[src/rtl/mem_bus_arbiter.sv]
// mem_bus_arbiter: round-robin arbiter that lets NUM_REQ masters share one
// valid/ready memory bus. A winner is picked only in IDLE. Its payload is
// registered onto the mem_* outputs and held until the slave answers or the
// timeout fires.
//
// Handshake: mem_valid stays high with a constant payload from the grant edge
// until the first cycle that either sees mem_ready=1 or hits the timeout.
// That cycle is the completion cycle. The granted requester sees a one-cycle
// req_ready pulse in it, combinationally, with req_rdata/req_err qualified by
// that pulse. A requester keeps req_valid and its payload stable until it
// sees req_ready, or it drops req_valid before the grant edge to withdraw.
module mem_bus_arbiter #(
   parameter int NUM_REQ = 3,
   parameter int TIMEOUT = 255
) (
   input  logic                   clk,
   input  logic                   resetn,
   input  logic [NUM_REQ-1:0]     req_valid,
   input  logic [32*NUM_REQ-1:0]  req_addr,
   input  logic [32*NUM_REQ-1:0]  req_wdata,
   input  logic [4*NUM_REQ-1:0]   req_wstrb,
   output logic [NUM_REQ-1:0]     req_ready,
   output logic [31:0]            req_rdata,
   output logic                   req_err,
   output logic                   mem_valid,
   input  logic                   mem_ready,
   output logic [31:0]            mem_addr,
   output logic [31:0]            mem_wdata,
   output logic [3:0]             mem_wstrb,
   input  logic [31:0]            mem_rdata,
   output logic                   busy,
   output logic [2:0]             grant_id
);

   typedef enum logic [0:0] {
      IDLE = 1'b0,
      BUSY = 1'b1
   } state_t;

   // A zero TIMEOUT turns the timer compare off entirely.
   localparam logic        TIMEOUT_EN   = (TIMEOUT != 0);
   localparam logic [15:0] TIMEOUT_LAST = (TIMEOUT != 0) ? 16'(TIMEOUT - 1) : 16'd0;

   state_t      state;
   state_t      state_next;
   logic [2:0]  last_grant;
   logic [15:0] timer;

   logic [2:0]  winner;
   logic [2:0]  winner_lo;
   logic [2:0]  winner_hi;
   logic        any_req;
   logic        hi_found;
   logic [31:0] sel_addr;
   logic [31:0] sel_wdata;
   logic [3:0]  sel_wstrb;

   logic        grant;
   logic        done_ok;
   logic        done_to;
   logic        done;

   // Round-robin pick: the lowest valid index above last_grant wins.
   // Otherwise the search wraps and the lowest valid index overall wins.
   always_comb begin
      winner_lo = '0;
      winner_hi = '0;
      any_req   = 1'b0;
      hi_found  = 1'b0;
      for (int i = NUM_REQ - 1; i >= 0; i--) begin
         if (req_valid[i]) begin
            winner_lo = 3'(i);
            any_req   = 1'b1;
         end
         if (req_valid[i] && (3'(i) > last_grant)) begin
            winner_hi = 3'(i);
            hi_found  = 1'b1;
         end
      end
      winner = hi_found ? winner_hi : winner_lo;
   end

   // Mux the winner's payload so it can be registered at the grant edge.
   always_comb begin
      sel_addr  = '0;
      sel_wdata = '0;
      sel_wstrb = '0;
      for (int i = 0; i < NUM_REQ; i++) begin
         if (winner == 3'(i)) begin
            sel_addr  = req_addr[32*i +: 32];
            sel_wdata = req_wdata[32*i +: 32];
            sel_wstrb = req_wstrb[4*i +: 4];
         end
      end
   end

   // FSM state register. Reset drops straight to IDLE, aborting any transfer.
   always_ff @(posedge clk or negedge resetn) begin
      if (!resetn) begin
         state <= IDLE;
      end else begin
         state <= state_next;
      end
   end

   // Next-state logic and completion outputs. A real mem_ready takes
   // precedence over a timeout that lands in the same cycle.
   always_comb begin
      state_next = state;
      grant      = 1'b0;
      done_ok    = 1'b0;
      done_to    = 1'b0;
      case (state)
         IDLE: begin
            if (any_req) begin
               grant      = 1'b1;
               state_next = BUSY;
            end
         end
         BUSY: begin
            if (mem_ready) begin
               done_ok    = 1'b1;
               state_next = IDLE;
            end else if (TIMEOUT_EN && (timer == TIMEOUT_LAST)) begin
               done_to    = 1'b1;
               state_next = IDLE;
            end
         end
         default: state_next = IDLE;
      endcase

      done      = done_ok | done_to;
      req_err   = done_to;
      req_rdata = done_to ? 32'h0 : mem_rdata;
      req_ready = '0;
      for (int i = 0; i < NUM_REQ; i++) begin
         req_ready[i] = done && (grant_id == 3'(i));
      end
   end

   assign busy = (state == BUSY);

   // Bus payload, grant bookkeeping and the saturating stall timer.
   always_ff @(posedge clk or negedge resetn) begin
      if (!resetn) begin
         mem_valid  <= 1'b0;
         mem_addr   <= '0;
         mem_wdata  <= '0;
         mem_wstrb  <= '0;
         last_grant <= 3'(NUM_REQ - 1);
         grant_id   <= '0;
         timer      <= '0;
      end else if (grant) begin
         mem_valid  <= 1'b1;
         mem_addr   <= sel_addr;
         mem_wdata  <= sel_wdata;
         mem_wstrb  <= sel_wstrb;
         last_grant <= winner;
         grant_id   <= winner;
         timer      <= '0;
      end else if (state == BUSY) begin
         if (done) begin
            mem_valid <= 1'b0;
         end
         if (!mem_ready && (timer != 16'hFFFF)) begin
            timer <= timer + 16'd1;
         end
      end
   end

endmodule

[config.mk]
export PLATFORM = sky130hd
export DESIGN_NAME = mem_bus_arbiter
export DESIGN_NICKNAME = d
export VERILOG_FILES = /design/src/rtl/mem_bus_arbiter.sv
export SDC_FILE = /design/constraint.sdc
export NUM_CORES = 1
export LEC_CHECK = 0
export ABC_AREA = 1
export BUFFER_PORTS_ARGS = -buffer_cell sky130_fd_sc_hd__buf_4
export CAP_MARGIN = 5
export CORE_AREA = 2 2 135 137
export CTS_BUF_LIST = sky130_fd_sc_hd__clkbuf_16
export CTS_CLUSTER_DIAMETER = 80
export DETAILED_ROUTE_END_ITERATION = 12
export DIE_AREA = 0 0 137 139
export PLACE_DENSITY = 0.6
export SETUP_SLACK_MARGIN = 0.05
export SYNTH_ARGS = -nofsm -noshare
export SYNTH_HDL_FRONTEND = slang
export SYNTH_SLANG_ARGS = --single-unit
[constraint.sdc]
create_clock -name clk -period 4.25 [get_ports clk]
set_clock_uncertainty 0.2 [all_clocks]
set_input_delay 0.425 -clock clk [delete_from_list [all_inputs] [get_ports clk]]
set_output_delay 0.425 -clock clk [all_outputs]
set_load 0.01 [all_outputs]
After elaboration in Yosys (flattened, before gate mapping):

Index checks and enable logic that the tools add are counted.

* register bits after elaboration: 92
* input port bits: 242
* output and inout port bits: 109
* word-level logic and storage cells: 74

* add/subtract/negate cells: 1
* magnitude comparators: 3
* eq/ne operators: 6
* muxes and demuxes: 39
* bitwise logic cells: 2
* reductions and logical operators: 15

Operators by type and width (count)
* two-way mux 32 bit: 7
* two-way mux 16 bit: 3
* two-way mux 1 bit: 18
* adder 16 x 1 -> 16 bit (second input constant): 1
* == test 16 x 8 -> 1 bit (second input constant): 1
* != test 16 bit (second input constant): 1
* two-way mux 4 bit: 3
* two-way mux 2 bit: 5
* logical AND 1 bit: 7
* == test 3 x 1 -> 1 bit (second input constant): 2
* == test 3 x 2 -> 1 bit (second input constant): 2
* greater-than comparator 1 x 3 -> 1 bit (first input constant): 2
* zero test 3 bit: 2
* two-way mux 3 bit: 2
* nonzero test 2 bit: 3
* AND reduction 2 bit: 2
* greater-than comparator 2 x 3 -> 1 bit (first input constant): 1
* one-hot mux 1 bit (2 select lines): 1
* zero test 1 bit: 1
* inverter 1 bit: 1
* bitwise OR 1 bit: 1

Longest topological paths before layout:

* word-level depth: 10
* gate-level depth with buffers: 10
* mapped depth without buffers: 9

Worst setup path before layout:

OpenSTA, ideal clock, no wires.

* path kind: register to output
* start point: reg timer[0]
* end point: out req_ready[0]
* arrival: 1298 ps
* required time: 3625 ps
* path slack: 2327 ps
* stages on the path, launching flop included: 9
* path buffers: 0
* path through: dfrtp_1 -> inv_1 -> ha_1 -> nand3_1 -> nor2_1 -> nand2_1 -> nand2_1 -> nand2_1 -> nor3_1

* longest elaborated chain between the ends: 6

Ends and longest elaborated chain
* start: declaration: line 47 `logic [15:0] timer;`
* start signal: assignment: line 166 `timer <= timer + 16'd1;`
* == test 16 x 8 -> 1 bit: line 124 `end else if (TIMEOUT_EN && (timer == TIMEOUT_LAST)) begin`
* two-way mux 1 bit: line 124
* two-way mux 1 bit: line 121 `if (mem_ready) begin`
* two-way mux 1 bit: line 113 `case (state)`
* bitwise OR 1 bit: line 132 `done = done_ok | done_to;`
* logical AND 1 bit: line 137 `req_ready[i] = done && (grant_id == 3'(i));`
* end: declaration: line 22 `output logic [NUM_REQ-1:0] req_ready,`

Every way passes these cells.

Final worst setup path:

* start point: reg timer[4]
* end point: out req_rdata[29]

* longest elaborated chain between the ends: 5

Ends and longest elaborated chain
* == test 16 x 8 -> 1 bit: line 124
* two-way mux 1 bit: line 124
* two-way mux 1 bit: line 121
* two-way mux 1 bit: line 113
* two-way mux 32 bit: line 134 `req_rdata = done_to ? 32'h0 : mem_rdata;`
* end: declaration: line 23 `output logic [31:0] req_rdata,`

Every way passes these cells.

==> summary.md <==
| Metric | Value |
|---|---|
| Final net count | `1423` |
| Global-route wire length before repair | `34.7 mm` |
| R2R setup slack | `~2 ns` |
| CTS root buf | `sky130_fd_sc_hd__clkbuf_16` |
| Via/cell ratio | `approximately 4.8` |
| Proportion of netlist area held by the largest area contributor | `between 30% and 40%` |
| Final Wtd Congestion | `approximately 0.84` |
| Simple-gate area share of the yosys netlist | `36.6%` |
| Inst Count DP | `between 1000 and 1500` |
| Clock period minus final worst setup slack | `between 3 and 4 ns` |
| Num CTS Buffers | `9` |
| Post-detailed-placement cell area | `0.00836 mm^2` |
| Post-Place Setup Slack | `roughly 1.5 ns` |
| Initial DRC count | `333` |
| Setup CP Type | `register to primary output` |
| Worst Setup Start Kind | `register` |
| Final core utilization | `about 49%` |
| Final worst path period share | `approximately 73%` |
| Cell taking the most area after synthesis | `sky130_fd_sc_hd__dfrtp_1` |
| Power density relative to cell area | `~540 mW/mm^2` |
| Number of hold-repair buffers added at the cts stage | `1` |
| Initial antenna violation count | `0` |
| Detailed Routing Iterations Pass 1 | `4` |
| EDFF count, synth | `0` |
| Most common cell after layout, fill and taps aside | `sky130_fd_sc_hd__buf_4` |
| Setup-failing EPs final | `0` |
| Finished layout cell area | `0.00863 mm^2` |
| Maximum operating frequency | `~320 MHz` |
| Multiplexer share of the synthesized area | `0%` |
| Main combinational cell family by area after synthesis | `simple AND/OR/NAND/NOR gates` |
| Number of buffers added for setup after CTS | `0` |
| Unique cell type count in the Yosys netlist | `29` |
| Type of element capturing the critical path | `primary output` |
| Total congestion overflow | `0` |
| Data required time of the worst path | `around 3.6 ns` |
| Die area | `about 0.019 mm^2` |
| Number of buffer cells added on primary ports | `approximately 350` |
| Worst Path Max Fanout | `32` |
| Hold crit path type | `input pin to register` |
| Final TNS setup | `0 ns` |
| Non-filler instance count after layout | `around 1400` |
| Cell depth of the worst hold path | `3` |
| Width of the chip | `roughly 140 um` |
| FF-to-FF Start | `last_grant[1]` |
| Synthesis warning total | `0` |
| Clock latency on the worst-skew pair | `0.34 ns` |
| Unrepaired setup endpoints after global routing | `no` |
| Placed wire-length estimate after detailed placement | `16.4 mm` |
| Dominant synthesized flop cell | `sky130_fd_sc_hd__dfrtp_1` |
| Number of levels the H-tree was split into | `3` |
| Global router's overall resource usage | `a little under a quarter` |
| Initial cell density of the core | `32.1%` |
| Standby leakage power | `about 4.7 nW` |
| Max IR drop VDD | `between 0.0003 and 0.0004 V` |
| Sequential area share after synthesis | `between 30% and 40%` |
| Worst Setup Slack, final | `1.14 ns` |
| Run status | `finished clean` |
| Smallest hold slack | `around 0.16 ns` |
| R2r endpoint | `mem_wdata[15]` |
| Min-delay src | `req_wdata[86]` |
| Post-cts sizing count | `0` |
| Core Rows | `just under 50` |
| Post-DRT Antenna Nets | `0` |
| Pin count of the biggest net entering global routing | `70` |
| Overall power after layout | `~4.6 mW` |
| Clock tree from TritonCTS | `yes` |
| Average detailed-routed wire length per instance | `~16 um` |
| #FFs+latches synth | `89` |
| Core region area | `0.0177 mm^2` |
| Number of buffers between clock root and the deepest sink | `2` |
| Via total after detailed routing | `6786` |
| Mapped Area | `0.00567 mm^2` |
| Slew Limit Fails | `0` |
| Number of sinks on the clock net | `89` |
| Post-synthesis share of cell area spent on full adders, half adders and majority gates | `less than 1%` |
| Top area cells in the synthesized netlist | `sky130_fd_sc_hd__dfrtp_1 (39%), sky130_fd_sc_hd__nand2_1 (20%), sky130_fd_sc_hd__a21oi_1 (12%)` |
| Post-synthesis net count | `roughly 1100` |
| Synthesized-area fraction occupied by ao, oa, aoi and oai cells | `a little over an eighth` |
| Area growth, synth to finish | `52.1%` |
| Relative slew slack | `between 30% and 40%` |
| Average cell area after synthesis | `6.54 um^2` |
| Xor-xnor portion of the synthesized cell area | `under 10%` |
| Worst EP arrival | `~2.5 ns` |
| Via count of the first global-routing pass | `6540` |
| Measured slew at the worst slew-check pin | `~1.0 ns` |
| I/O pins | `351` |
| Worst-path clk slew | `0.06 ns` |
| Commonest cells after routing, fill and taps aside | `sky130_fd_sc_hd__buf_4 (359), sky130_fd_sc_hd__nand2_1 (295), sky130_fd_sc_hd__a21oi_1 (136), sky130_fd_sc_hd__nor2_1 (96), sky130_fd_sc_hd__nand3_1 (91)` |
| Number of antenna diodes | `0` |
| Total count of hold-check failures in the final report | `0` |
| Share of layout cells above drive strength 1 | `roughly a third` |
| Final wirelength | `roughly 22 mm` |
| Number of remaining DRC errors | `0` |
| Worst-case reg-to-reg path depth | `7` |
| Count of maximum capacitance violations | `0` |
| Instance count of the mapped netlist | `~870` |
| Proportion of register bits with asynchronous set or reset after synthesis | `between 90% and 100%` |
| Die Span Y | `139 um` |
| Hold Path Sink | `mem_wdata[22]` |
-- synth_stat cells, types with 6 or more instances --
library cell               instances
sky130_fd_sc_hd__a21oi_1         136
sky130_fd_sc_hd__buf_2            32
sky130_fd_sc_hd__buf_4             6
sky130_fd_sc_hd__clkbuf_1         17
sky130_fd_sc_hd__dfrtp_1          88
sky130_fd_sc_hd__inv_1            51
sky130_fd_sc_hd__nand2_1         296
sky130_fd_sc_hd__nand3_1          91
sky130_fd_sc_hd__nand4_1           7
sky130_fd_sc_hd__nor2_1           96
sky130_fd_sc_hd__o21ai_0           6
-- routing by layer --
metal	wire, um	share of wire [%]	vias up	GRT usage, %
met2	10800	48	299	39.1
met1	8910	40	3055	28.4
met5	0	0	-	0
met4	585	2.6	0	8.41
met3	2140	9.5	35	5.99
li1	-	-	3397	-
-- critical path, cell delays in order, from the launching register on --
cell and delay, ns:
sky130_fd_sc_hd__dfrtp_1 0.44, sky130_fd_sc_hd__nand2_1 0.09, sky130_fd_sc_hd__nor2_2 0.17, sky130_fd_sc_hd__inv_1 0.07, sky130_fd_sc_hd__nor2_1 0.15, sky130_fd_sc_hd__nand3_1 0.76
sky130_fd_sc_hd__nand2_1 0.27, sky130_fd_sc_hd__inv_1 0.06, sky130_fd_sc_hd__buf_4 0.14
-- final cells by class --
cell class | instances | area [um^2]
fillers | 1869 | 9030
well taps | 229 | 287
clock buffers | 9 | 225
clock inverters | 7 | 31.3
repair buffers | 360 | 2710
inverters | 54 | 203
multi-input cells | 665 | 2950
flip-flops and latches | 89 | 2230
-- registers in the layout, summed over array words and instances (netlist names) --
signal and flops:
busy 1, grant_id 2, last_grant 1, mem_addr 32, mem_valid 1, mem_wdata 32
mem_wstrb 4, timer 16
-- power by group --
group	internal, mW	switching, mW	total (mW)
sequential	1.21	0.214	1.43
clock	0.385	0.336	0.721
combinational	1.04	1.46	2.49
total	2.64	2.01	4.64
-- worst max path at each step --
stage             start       endpoint  slack [ns]  depth (start not counted)
2_1_floorplan  timer[0]   req_ready[0]        2.33                          8
3_3_place_gp   timer[4]  req_rdata[19]        1.57                          8
3_5_place_dp   timer[4]  req_rdata[29]        1.50                          8
4_1_cts        timer[4]  req_rdata[29]        1.12                          8
5_1_grt        timer[4]  req_rdata[20]        0.82                          8
6_report       timer[4]  req_rdata[29]        1.14                          8
-- cells by family after synthesis --
| kind of cell | after synthesis |
|---|---|
| adders and majority gates | 2 |
| and+or+nand+nor | 505 |
| xor gates and xnor gates | 7 |
| AOI/OAI and AO/OA | 150 |
| DFF | 89 |
| other | 1 |
| buffers and inverters | 114 |
No activity file was read; power rests on OpenSTA's default activity.
